### config.mk
export PLATFORM = sky130hd
export DESIGN_NAME = lcd_bus_receiver
export DESIGN_NICKNAME = d
export VERILOG_FILES = /design/src/rtl/lcd_pkg.sv /design/src/rtl/lcd_ddram_shadow.sv /design/src/rtl/lcd_bus_receiver.sv
export SDC_FILE = /design/constraint.sdc
export NUM_CORES = 1
export LEC_CHECK = 0
export ABC_CLOCK_PERIOD_IN_PS = 2760
export CAP_MARGIN = 15
export CORE_ASPECT_RATIO = 1.4
export CORE_MARGIN = 3
export CORE_UTILIZATION = 35
export CTS_CLUSTER_DIAMETER = 100
export DETAILED_ROUTE_END_ITERATION = 10
export HOLD_SLACK_MARGIN = 0.03
export SYNTH_ARGS = -nofsm -noshare
export SYNTH_HDL_FRONTEND = slang
export SYNTH_SLANG_ARGS = --single-unit
### constraint.sdc
create_clock -name clk -period 2.76 [get_ports clk]
set_input_delay 0.552 -clock clk [delete_from_list [all_inputs] [get_ports clk]]
set_output_delay 0.552 -clock clk [all_outputs]
set_load 0.05 [all_outputs]
### src/rtl/lcd_pkg.sv
// ============================================================================
// Module      : lcd_pkg
// Description : Shared HD44780 bus constants, FSM encoding and address helper.
// Revision    : 1.0 - initial release
// ============================================================================
`default_nettype none

package lcd_pkg;

    localparam logic [7:0] LCD_CLR   = 8'h01;
    localparam logic [7:0] LCD_HOME  = 8'h02;
    localparam logic [7:0] LCD_ENTRY = 8'h04;
    localparam logic [7:0] LCD_DISP  = 8'h08;
    localparam logic [7:0] LCD_SHIFT = 8'h10;
    localparam logic [7:0] LCD_FUNC  = 8'h20;
    localparam logic [7:0] LCD_CGRAM = 8'h40;
    localparam logic [7:0] LCD_DDRAM = 8'h80;

    localparam logic [6:0] LINE1_BASE = 7'h00;
    localparam logic [6:0] LINE2_BASE = 7'h40;
    localparam int         LINE_LEN   = 16;
    localparam int         NUM_CELLS  = 2 * LINE_LEN;
    localparam logic [7:0] SPACE      = 8'h20;

    typedef enum logic [0:0] {
        ST_IDLE     = 1'b0,
        ST_CLEARING = 1'b1
    } clr_state_e;

    // Next address counter value; line ends wrap onto the other line.
    function automatic logic [6:0] addr_step(input logic [6:0] a, input logic inc);
        logic [6:0] l1_last;
        logic [6:0] l2_last;
        logic [6:0] nxt;
        l1_last = LINE1_BASE + 7'(LINE_LEN - 1);
        l2_last = LINE2_BASE + 7'(LINE_LEN - 1);
        if (inc) begin
            if (a == l1_last)      nxt = LINE2_BASE;
            else if (a == l2_last) nxt = LINE1_BASE;
            else                   nxt = a + 7'd1;
        end else begin
            if (a == LINE2_BASE)      nxt = l1_last;
            else if (a == LINE1_BASE) nxt = l2_last;
            else                      nxt = a - 7'd1;
        end
        return nxt;
    endfunction

endpackage

`default_nettype wire

### src/rtl/lcd_ddram_shadow.sv
// ============================================================================
// Module      : lcd_ddram_shadow
// Description : 32x8 DDRAM shadow, one synchronous write port, two async reads.
// Revision    : 1.0 - initial release
// ============================================================================
`default_nettype none

module lcd_ddram_shadow
    import lcd_pkg::*;
(
    input  logic       clk,
    input  logic       reset,
    input  logic       we,
    input  logic [4:0] waddr,
    input  logic [7:0] wdata,
    input  logic [4:0] raddr_a,
    output logic [7:0] rdata_a,
    input  logic [4:0] raddr_b,
    output logic [7:0] rdata_b
);

    logic [7:0] mem_q [NUM_CELLS];

    always_ff @(posedge clk) begin
        if (reset) begin
            for (int i = 0; i < NUM_CELLS; i++) begin
                mem_q[i] <= SPACE;
            end
        end else if (we) begin
            mem_q[waddr] <= wdata;
        end
    end

    assign rdata_a = mem_q[raddr_a];
    assign rdata_b = mem_q[raddr_b];

endmodule

`default_nettype wire

### src/rtl/lcd_bus_receiver.sv
// ============================================================================
// Module      : lcd_bus_receiver
// Description : HD44780-style bus responder with DDRAM shadow and busy model.
// Revision    : 1.0 - initial release
// ============================================================================
`default_nettype none

module lcd_bus_receiver #(
    parameter int BUSY_CYCLES  = 40,
    parameter int CLEAR_CYCLES = 64
) (
    input  logic       clk,
    input  logic       reset,
    input  logic       E_in,
    input  logic       RW_in,
    input  logic       RS_in,
    input  logic [7:0] DB_in,
    output logic [7:0] DB_rd,
    output logic       busy,
    output logic       display_on,
    output logic [6:0] addr,
    output logic       wr_strobe,
    output logic [4:0] wr_idx,
    output logic [7:0] wr_char,
    input  logic [4:0] rd_idx,
    output logic [7:0] rd_char,
    output logic       proto_err
);

    import lcd_pkg::*;

    localparam int CNT_MAX = (CLEAR_CYCLES > BUSY_CYCLES) ? CLEAR_CYCLES : BUSY_CYCLES;
    localparam int CNT_W   = $clog2(CNT_MAX + 1);
    localparam logic [CNT_W-1:0] C_BUSY_LOAD  = CNT_W'(BUSY_CYCLES);
    localparam logic [CNT_W-1:0] C_CLEAR_LOAD = CNT_W'(CLEAR_CYCLES);
    localparam logic [4:0]       C_LAST_CELL  = 5'(NUM_CELLS - 1);

    logic             e_q;
    logic [6:0]       addr_q,      addr_d;
    logic             inc_q,       inc_d;
    logic             disp_q,      disp_d;
    logic [CNT_W-1:0] cnt_q,       cnt_d;
    logic             proto_err_q, proto_err_d;
    logic             wr_strobe_q, wr_strobe_d;
    logic [4:0]       wr_idx_q,    wr_idx_d;
    logic [7:0]       wr_char_q,   wr_char_d;
    clr_state_e       state_q,     state_d;
    logic [4:0]       clr_idx_q,   clr_idx_d;

    logic       fall;
    logic [4:0] cur_idx;
    logic       mem_we;
    logic [4:0] mem_waddr;
    logic [7:0] mem_wdata;
    logic [7:0] cur_char;

    assign fall    = e_q & ~E_in;
    assign cur_idx = {addr_q[6], addr_q[3:0]};

    lcd_ddram_shadow u_shadow (
        .clk     (clk),
        .reset   (reset),
        .we      (mem_we),
        .waddr   (mem_waddr),
        .wdata   (mem_wdata),
        .raddr_a (cur_idx),
        .rdata_a (cur_char),
        .raddr_b (rd_idx),
        .rdata_b (rd_char)
    );

    always_comb begin
        addr_d      = addr_q;
        inc_d       = inc_q;
        disp_d      = disp_q;
        cnt_d       = cnt_q;
        proto_err_d = proto_err_q;
        wr_strobe_d = 1'b0;
        wr_idx_d    = wr_idx_q;
        wr_char_d   = wr_char_q;
        state_d     = state_q;
        clr_idx_d   = clr_idx_q;
        mem_we      = 1'b0;
        mem_waddr   = clr_idx_q;
        mem_wdata   = SPACE;

        if (cnt_q != '0) begin
            cnt_d = cnt_q - 1'b1;
        end

        if (state_q == ST_CLEARING) begin
            mem_we = 1'b1;
            if (clr_idx_q == C_LAST_CELL) begin
                state_d = ST_IDLE;
            end else begin
                clr_idx_d = clr_idx_q + 5'd1;
            end
        end

        // Busy is judged on the registered counter, never on the reload.
        if (fall) begin
            if (RW_in) begin
                if (RS_in) begin
                    addr_d = addr_step(addr_q, inc_q);
                end
            end else if (cnt_q != '0) begin
                proto_err_d = 1'b1;
            end else if (RS_in) begin
                mem_we      = 1'b1;
                mem_waddr   = cur_idx;
                mem_wdata   = DB_in;
                wr_strobe_d = 1'b1;
                wr_idx_d    = cur_idx;
                wr_char_d   = DB_in;
                addr_d      = addr_step(addr_q, inc_q);
                cnt_d       = C_BUSY_LOAD;
            end else if ((DB_in & LCD_DDRAM) != 8'h00) begin
                cnt_d = C_BUSY_LOAD;
                if (DB_in[5:4] == 2'b00) begin
                    addr_d = DB_in[6:0];
                end else begin
                    proto_err_d = 1'b1;
                end
            end else if ((DB_in & (LCD_CGRAM | LCD_FUNC | LCD_SHIFT)) != 8'h00) begin
                cnt_d = C_BUSY_LOAD;
            end else if ((DB_in & LCD_DISP) != 8'h00) begin
                disp_d = DB_in[2];
                cnt_d  = C_BUSY_LOAD;
            end else if ((DB_in & LCD_ENTRY) != 8'h00) begin
                inc_d = DB_in[1];
                cnt_d = C_BUSY_LOAD;
            end else if ((DB_in & LCD_HOME) != 8'h00) begin
                addr_d = LINE1_BASE;
                cnt_d  = C_BUSY_LOAD;
            end else if ((DB_in & LCD_CLR) != 8'h00) begin
                addr_d    = LINE1_BASE;
                inc_d     = 1'b1;
                cnt_d     = C_CLEAR_LOAD;
                state_d   = ST_CLEARING;
                clr_idx_d = 5'd0;
            end
        end
    end

    always_ff @(posedge clk) begin
        if (reset) begin
            e_q         <= 1'b0;
            addr_q      <= LINE1_BASE;
            inc_q       <= 1'b1;
            disp_q      <= 1'b0;
            cnt_q       <= '0;
            proto_err_q <= 1'b0;
            wr_strobe_q <= 1'b0;
            wr_idx_q    <= 5'd0;
            wr_char_q   <= 8'h00;
            state_q     <= ST_IDLE;
            clr_idx_q   <= 5'd0;
        end else begin
            e_q         <= E_in;
            addr_q      <= addr_d;
            inc_q       <= inc_d;
            disp_q      <= disp_d;
            cnt_q       <= cnt_d;
            proto_err_q <= proto_err_d;
            wr_strobe_q <= wr_strobe_d;
            wr_idx_q    <= wr_idx_d;
            wr_char_q   <= wr_char_d;
            state_q     <= state_d;
            clr_idx_q   <= clr_idx_d;
        end
    end

    assign busy       = (cnt_q != '0);
    assign display_on = disp_q;
    assign addr       = addr_q;
    assign wr_strobe  = wr_strobe_q;
    assign wr_idx     = wr_idx_q;
    assign wr_char    = wr_char_q;
    assign proto_err  = proto_err_q;
    assign DB_rd      = (E_in && RW_in && !reset) ? (RS_in ? cur_char : {busy, addr_q}) : 8'h00;

endmodule

`default_nettype wire

==> metrics.md, run 1 <==
| Metric | Value |
|---|---|
| Diodes inserted | `0` |
| H-Tree Depth | `2` |
| Status | `complete, but fails checks` |
| First-pass GRT wire length | `85590 um` |
| Fraction of layout cells with a size suffix above 1 | `35.28%` |
| Die area | `48500 um2` |
| Chip height | `259.4 um` |
| CTS tree | `yes` |
| Port buffer count | `57` |
| CTS Buf Count | `34` |
| Commonest non-fill, non-tap cell in the layout | `nor2_1` |
| Clock Root Buffer | `clkbuf_16` |
| Fmax | `0.3224 GHz` |
| Async set-reset flop share out of synthesis | `0%` |
| GR Overflow Total | `0` |
| Synth area leader | `edfxtp_1` |
| Worst EP required | `2.21 ns` |
| Fillers | `4068` |
| DRC errors left | `0` |
| Initial antenna violation count | `0` |
| ANT nets after route | `0` |
| Crit. End Element | `primary output` |
| WL final | `58670 um` |
| Ys flop type | `edfxtp_1` |
| Synth warn | `0` |
| Clk sinks | `299` |
| Multi-input gate area | `7303 um2` |
| Hold_ws | `0.4774 ns` |
| I/O pin cnt | `58` |
| Number of synthesized register bits | `299` |
| Crit Path Max Fanout | `2` |
| Clk slew on worst S/H paths | `0.06 ns` |
| Slew headroom | `61.86%` |
| Post-synth net total | `1273` |
| Crit path time final | `3.101 ns` |
| DR vias/cell | `5.806` |
| Pin count of the biggest net entering global routing | `49` |
| DRT iter0 DRCs | `1380` |
| Slew @ Worst Pin | `0.5713 ns` |
| Synth cell types | `66` |
| Die X | `187.0 um` |
| Startpoint Class | `register` |
| Final Hold Fails | `0` |
| Hold path start | `proto_err$_SDFFE_PP0P_` |
| Seq/Total Area, Yosys | `53.25%` |
| Area grow syn2layout | `30.01%` |
| Syn_area_per_cell | `12.84 um2` |
| Max Clock Skew | `0.01372 ns` |
| FF-to-FF Start | `cnt_q[0]$_SDFF_PP0_` |
| Final setup margin | `-0.3415 ns` |
| Max Cap Violations | `0` |
| DRT Pass-1 Iters | `6` |
| Final non-filler cell area | `20870 um2` |
| Vias in the first global route | `12892` |
| PD cells | `538.9 nW/um2` |
| Routability Congestion | `0.9688` |
| Overall routing resource usage | `24.11%` |
| Pins Over Slew Limit | `0` |
| Crit Path Class | `reg2out` |
| Clock buffer depth | `3` |
| Fin crit share | `112.4%` |
| DP Area | `19070 um2` |
| Mapped Cells | `1250` |
| FP Rows | `92` |
| Post-CTS Hold Buffers | `0` |
| DR vias | `12384` |
| Final HPWL DP | `44230 um` |
| Initial core utilization | `35.57%` |
| Crit path from | `u_shadow.mem_q[28][6]$_SDFFCE_PN0P_` |
| Mapped cell area | `16050 um2` |
| Drt wl/cell | `27.51 um` |
| Most frequent cells in the layout | `261 x nor2_1, 256 x edfxtp_1, 208 x buf_4` |
| Failing checks | `setup timing` |
| Total power | `11.25 mW` |
| WP data arrival | `2.55 ns` |
| FF+latch area | `8557 um2` |
| Latest clock arrival within the worst-skew pair | `0.53 ns` |
| CORE AREA | `45120 um2` |
| Peak supply drop | `0.5070 mV` |
| Final setup vio count | `16` |
| Leakage | `7.002 nW` |
| RSZ-0062 raised after global routing | `yes` |
| Synth top area cells | `edfxtp_1 48%, mux4_2 18%, nor2_1 6.1%, dfxtp_1 5.4%, mux2i_1 3.1%` |
| Post-synth EDFFs | `256` |
| Area fraction of the dominant cell type after synthesis | `47.89%` |
| Hold Crit Class | `reg2reg` |
| Nets | `1523` |
==> layout make-up <==
| cell class | instances | share of cell area, % |
|---|---|---|
| Sequential cell | 299 | 41.00 |
| Multi-Input combinational cell | 842 | 35.00 |
| Timing Repair Buffer | 312 | 15.13 |
| Clock buffer | 42 | 4.323 |
| Tap cell | 611 | 3.663 |
| Clock inverter | 16 | 0.6895 |
| Inverter | 11 | 0.1979 |
==> per-layer routing <==
metal | global-route usage, % | routed length, um
met3 | 3.391 | 3832
met1 | 26.37 | 20060
met4 | 16.24 | 4769
met5 | 0 | 0
met2 | 43.43 | 30010
==> sequential cells by signal (all words and copies together) (netlist names), 5 cells and up, named ones only <==
register        flops
addr                7
cnt_q               7
u_shadow.mem_q    256
wr_idx              5
wr_char             8
clr_idx_q           5
==> power by group <==
part,leakage (nW),internal [mW],switching [mW]
clock,0.503,2.52,1.86
sequential,2.88,5.05,0.123
combinational,3.62,0.787,0.911
==> synthesized netlist by cell type, types with 9 or more instances <==
master    count
o21ai_1      11
a22o_1        9
o21ai_0      33
nand2_1      81
o22ai_1       9
a21oi_1      24
a22oi_1      17
buf_4        13
nor2b_1      11
nand3_1      43
mux2_2       16
dfxtp_1      43
inv_1        11
mux4_2      130
nor2_1      262
clkbuf_1     46
buf_1         9
edfxtp_1    256
nor3_1       40
buf_2        26
mux2i_1      49
==> critical path, stage by stage (launching register included) <==
cell	delay, ns
edfxtp_1	0.49
mux4_2	0.53
mux4_2	0.55
mux2_4	0.30
buf_6	0.16
==> per-stage QoR <==
stage,TNS (ns),utilization [%],worst slack (ns),cells
floorplan,-0.9713,-,-0.03230,1250
global placement,-71.67,42.26,-0.5917,2054
detailed placement,-75.24,42.26,-0.5613,2054
CTS,-4.567,46.16,-0.3691,2133
global route,-5.226,46.25,-0.4092,2133
finish,-4.409,46.25,-0.3415,2133
==> cells by family (layout without fill, tap and decap cells) <==
kind of cell / Yosys count / after routing / synth area share, %
AO/OA/AOI/OAI: 139 / 139 / 5.581
XOR/XNOR: 7 / 7 / 0.3820
adder cells (fa/ha/maj): 5 / 5 / 0.3897
buffers and inverters: 109 / 381 / 3.243
flip-flops: 299 / 299 / 53.25
multiplexers: 203 / 203 / 23.28
AND/OR/NAND/NOR: 488 / 488 / 13.87
==> timing repair <==
| action | CTS | global route |
|---|---|---|
| gates cloned | 5 | 0 |
| endpoints found under the setup margin | 52 | 97 |
| setup buffers | 19 | 1 |
| endpoints found under the hold margin | 0 | 0 |
| pin swaps | 20 | 9 |
| resized for setup | 95 | 18 |
==> final timing paths <==
kind                                         end  slack, ns  cells past startpoint
min                       proto_err$_SDFFE_PP0P_       0.48                      2
max reg2reg  u_shadow.mem_q[30][3]$_SDFFCE_PN0P_       0.10                     10
min reg2reg               proto_err$_SDFFE_PP0P_       0.48                      2
max                                   rd_char[6]      -0.34                      4
(Power assumes the default switching activity.)
==> run 2, diff against run 1 <==
--- a/config.mk
+++ b/config.mk
@@ -9,7 +9,7 @@
 export CAP_MARGIN = 15
 export CORE_ASPECT_RATIO = 1.4
 export CORE_MARGIN = 3
-export CORE_UTILIZATION = 35
+export CORE_UTILIZATION = 40
 export CTS_CLUSTER_DIAMETER = 100
 export DETAILED_ROUTE_END_ITERATION = 10
 export HOLD_SLACK_MARGIN = 0.03
==> run 2 against run 1 <==
Effect of this change: the flow still finishes with violations (setup timing); first-iteration DRC count decreased by 1.1%; sequential power is essentially flat; critical path depth grew 4; via count rose by 1.2%; hold slack gained 0.0056 ns; total power decreased by 0.85%; clock skew about the same; clock-buffer cell count is 10 lower; sequential cell count is the same; critical path type unchanged; critical endpoint is now DB_rd[1]; largest power group unchanged.
==> metrics.md, run 2 (same netlist as run 1, synthesis figures left out) <==
| Metric | Value |
|---|---|
| Crit Path Class | `reg2out` |
| Final setup vio count | `16 (unchanged)` |
| DR vias/cell | `6.100 (+5.1%)` |
| Failing checks | `setup timing` |
| Biggest register | `u_shadow.mem_q` |
| Commonest non-fill, non-tap cell in the layout | `nor2_1` |
| H-Tree Depth | `1 (-1)` |
| DRC errors left | `0 (unchanged)` |
| FF+latch area | `8553 um2 (about the same)` |
| CTS Buf Count | `31 (-8.8%)` |
| Buffer and inverter count on the worst path | `4 (+3)` |
| RSZ-0062 raised after global routing | `yes` |
| Met2 Wirelength | `30210 um (+0.69%)` |
| Crit. End Element | `primary output` |
| Hold Crit Class | `reg2reg` |
| Crit path time final | `3.279 ns (+0.1776 ns)` |
| CORE AREA | `39490 um2 (-12%)` |
| Port buffer count | `57 (unchanged)` |
| Peak supply drop | `0.4905 mV (-3.3%)` |
| Clock Root Buffer | `clkbuf_16` |
| Most frequent cells in the layout | `261 x nor2_1, 256 x edfxtp_1, 231 x buf_4` |
| Max Clock Skew | `0.01377 ns (+0.00004790 ns)` |
| Clk sinks | `299 (unchanged)` |
| WL met3 | `5053 um (+32%)` |
| Vias in the first global route | `12835 (-0.44%)` |
| Clk slew on worst S/H paths | `0.06 ns (about the same)` |
| CP delay by family, top | `simple AND/OR/NAND/NOR gates` |
| Latest clock arrival within the worst-skew pair | `0.59 ns (+0.06 ns)` |
| Slew headroom | `63.08% (+1.2 points)` |
| DRT Pass-1 Iters | `6 (unchanged)` |
| Diodes inserted | `0 (unchanged)` |
| Fin Setup TNS | `-6.369 ns (-1.960 ns)` |
| Clock buffer depth | `3 (unchanged)` |
| Critical Path Max Stage Delay | `0.61 ns (+0.06 ns)` |
| Post-CTS Hold Buffers | `0 (unchanged)` |
| Routability Congestion | `0.9406 (-2.9%)` |
| ANT nets after route | `0 (unchanged)` |
| Total power | `11.15 mW (-0.85%)` |
| Drt wl/cell | `28.39 um (+3.2%)` |
| FP Rows | `86 (-6.5%)` |
| Pins Over Slew Limit | `0 (unchanged)` |
| GR Overflow Total | `0 (unchanged)` |
| Crit Path Max Fanout | `8 (+6)` |
| Startpoint Class | `register` |
| CTS tree | `yes` |
| Final Hold Fails | `0 (unchanged)` |
| DR vias | `12535 (+1.2%)` |
| I/O pin cnt | `58 (unchanged)` |
| Chip height | `243.0 um (-6.3%)` |
| Leakage | `6.892 nW (-1.6%)` |
| Area grow syn2layout | `27.25%` |
| Pin count of the biggest net entering global routing | `41 (-16%)` |
| Slew @ Worst Pin | `0.5517 ns (-0.01952 ns)` |
| Final HPWL DP | `44100 um (-0.29%)` |
| Fin crit share | `118.8% (+6.4 points)` |
| Max Cap Violations | `0 (unchanged)` |
| Initial core utilization | `40.65% (+5.1 points)` |
| Metal-1 WL | `18690 um (-6.8%)` |
| Final setup margin | `-0.5191 ns (-0.1776 ns)` |
| Fmax | `0.3050 GHz (-5.4%)` |
| Nets | `1526 (+0.20%)` |
| Fraction of layout cells with a size suffix above 1 | `34.71% (-0.57 points)` |
| WL final | `58340 um (-0.56%)` |
| Status | `complete, but fails checks` |
| Cells along the critical path | `buf_12 -> buf_4 -> or3_1 -> o22ai_1 -> buf_4 -> nor3_1 -> a22o_2 -> buf_12` |
| Overall routing resource usage | `27.02% (+2.9 points)` |
| Largest register FFs | `256 (unchanged)` |
| DRT iter0 DRCs | `1365 (-1.1%)` |
| Initial antenna violation count | `0 (unchanged)` |
| Multi-input gate area | `7189 um2 (-1.6%)` |
| Hold_ws | `0.4830 ns (+0.005608 ns)` |
| Worst EP required | `2.21 ns (about the same)` |
| Fillers | `3372 (-17%)` |
| Top sig layer | `met4` |
| PD cells | `545.9 nW/um2 (+1.3%)` |
| WP data arrival | `2.73 ns (+0.18 ns)` |
| First-pass GRT wire length | `83910 um (-2.0%)` |
| Die X | `175.3 um (-6.2%)` |
| Crit-path slowest cell | `or3_1` |
| Die area | `42600 um2 (-12%)` |
[run 2: routing by layer]
metal | vias up | track usage (%)
li1 | 5295 | -
met1 | 6220 | 29.86
met2 | 799 | 48.22
met3 | 221 | 4.617
met4 | 0 | 16.28
met5 | - | 0
[run 2: tightest hold or removal path, delay by kind of cell, from the launching register on]
| kind | cells | cell delay [ns] |
|---|---|---|
| and+or+nand+nor | 1 | 0.07 |
| AOI/OAI and AO/OA | 1 | 0.04 |
| DFF | 1 | 0.33 |
[run 2: path summary, 6_finish.rpt]
path,endpoint,startpoint,depth (start not counted),slack (ns)
worst min-delay path,proto_err$_SDFFE_PP0P_,proto_err$_SDFFE_PP0P_,2,0.48
worst min register to register,proto_err$_SDFFE_PP0P_,proto_err$_SDFFE_PP0P_,2,0.48
worst max-delay path,DB_rd[1],register,8,-0.52
worst max register to register,u_shadow.mem_q[9][0]$_SDFFCE_PN0P_,cnt_q[1]$_SDFF_PP0_,11,0.13
[run 2: through the flow]
| stage | setup slack, ns | cells | utilization [%] | instance area (um2) |
|---|---|---|---|---|
| 2_1_floorplan | -0.03230 | 1250 | - | 16150 |
| 3_3_place_gp | -0.4686 | 1979 | 47.98 | 18950 |
| 3_5_place_dp | -0.4857 | 1979 | 47.98 | 18950 |
| 4_1_cts | -0.5109 | 2046 | 51.29 | 20250 |
| 5_1_grt | -0.5259 | 2055 | 51.72 | 20430 |
| 6_report | -0.5191 | 2055 | 51.72 | 20430 |
[run 2: layout make-up]
class / count / share of cell area [%]
Clock buffer: 32 / 3.816
Clock inverter: 25 / 1.158
Inverter: 11 / 0.2021
Multi-Input combinational cell: 843 / 35.20
Sequential cell: 299 / 41.87
Tap cell: 528 / 3.234
Timing Repair Buffer: 317 / 14.52
[run 2: where the power goes]
| group | switching, mW | internal, mW |
|---|---|---|
| Combinational | 0.940 | 0.766 |
| Clock | 1.85 | 2.42 |
| Sequential | 0.121 | 5.05 |
| Total | 2.91 | 8.24 |
[run 2: timing repair]
| item | in CTS | in global routing |
|---|---|---|
| buffers inserted | 9 | 8 |
| endpoints found under the setup margin | 18 | 279 |
| gates resized for setup | 39 | 35 |
| cloned | 2 | 1 |
| pin swaps | 5 | 5 |
==> patch: new RTL, flow settings as in run 1 <==
The parameter `CLEAR_CYCLES` goes from 64 to 32.
--- a/src/rtl/lcd_bus_receiver.sv
+++ b/src/rtl/lcd_bus_receiver.sv
@@ -8,5 +8,5 @@
 module lcd_bus_receiver #(
     parameter int BUSY_CYCLES  = 40,
-    parameter int CLEAR_CYCLES = 64
+    parameter int CLEAR_CYCLES = 32
 ) (
     input  logic       clk,
Formal check against the unedited RTL: no difference found for any inputs over 4 cycles, from zero or initial values and one cycle with reset high; that may be too few to reach the edited logic, so the function may still have changed.
==> patch against run 1 <==
  * The flow still finishes with violations (setup timing)
  * Sequential cell count shrank 1
  * Setup slack got worse by 0.13 ns
  * Routed wire length is 0.63% higher
  * Global-route usage decreased by 0.48 points
  * Register-to-register slack better by 0.03 ns
  * Largest power group unchanged
  * Total power shrank 0.29%
  * Sequential power is essentially flat
  * Clock skew increased by 0.0059 ns
  * Final area fell by 0.46%
  * Synthesized area rose by 0.91%
==> patch: results <==
INSERT INTO impl_metrics (metric_group, metric, value, unit) VALUES
('run_status', 'run_status', 'finished with violations', ''),
('logic_synthesis', 'synth_cell_types', '65', ''),
('grt', 'gr-usage-met2', '0.397', ''),
('timing', 'transition_time_of_the_tightest_slew_check_pin', '0.893', 'ns'),
('setup_path', 'critical_path_arrival', '2.68', 'ns'),
('setup_path', 'crit_path_max_incr_delay', '0.49', 'ns'),
('drt', 'met2WireLength', '28300', 'µm'),
('grt', 'grt_start_max_net_pins', '36', ''),
('cells_and_area', 'final_net_count', '1564', ''),
('logic_synthesis', 'synthTopCellsByCount', 'sky130_fd_sc_hd__edfxtp_1 (256), sky130_fd_sc_hd__nor2_1 (254), sky130_fd_sc_hd__mux2i_1 (134), sky130_fd_sc_hd__nand2_1 (98), sky130_fd_sc_hd__mux4_2 (80)', ''),
('run_status', 'failing_checks', 'setup timing', ''),
('grt', 'grtUsageMet3', '0.0386', ''),
('placed_design', 'dp_worst_setup_slack', '-0.395', 'ns'),
('hold_path', 'worst_hold_path.endpoint', 'e_q', ''),
('placed_design', 'final_replace_weighted_congestion', '0.946', ''),
('grt', 'grt.total_usage', '0.236', ''),
('drt', 'dr.pass1.iters', '7', ''),
('drt', 'total_routed_wire_length_on_the_met1_layer', '21800', 'µm'),
('timing', 'timing.final.ws_setup', '-0.470', 'ns'),
('timing', 'setup-violations-final', '16', '');
-- patch: worst reg2reg max path: cells and delay by family, from the launching register on --
| family | cells | cell delay [ns] |
|---|---|---|
| flops | 1 | 0.33 |
| fa+ha+maj | 1 | 0.21 |
| mux | 1 | 0.20 |
| simple gates | 3 | 0.74 |
| compound gates | 1 | 0.14 |
| buf+inv | 4 | 0.68 |
-- patch: power by group --
group / switching, W / internal [W]
Sequential: 0.000132 / 0.00503
Combinational: 0.000870 / 0.000704
Clock: 0.00187 / 0.00261
Total: 0.00287 / 0.00835
-- patch: repair_timing --
action,CTS,global route
endpoints found under the hold margin,0,0
buffers inserted,9,11
pin swaps,33,22
endpoints found under the setup margin,16,109
gates cloned,7,1
gates resized for setup,67,21
-- patch: final cells by class --
cell class	instances	area, µm²
clock inverter	18	170
inverter	10	37.5
multi-input combinational	937	7370
timing repair buffer	261	2990
clock buffer	43	906
fill	4099	24600
tap	611	764
sequential	298	8530
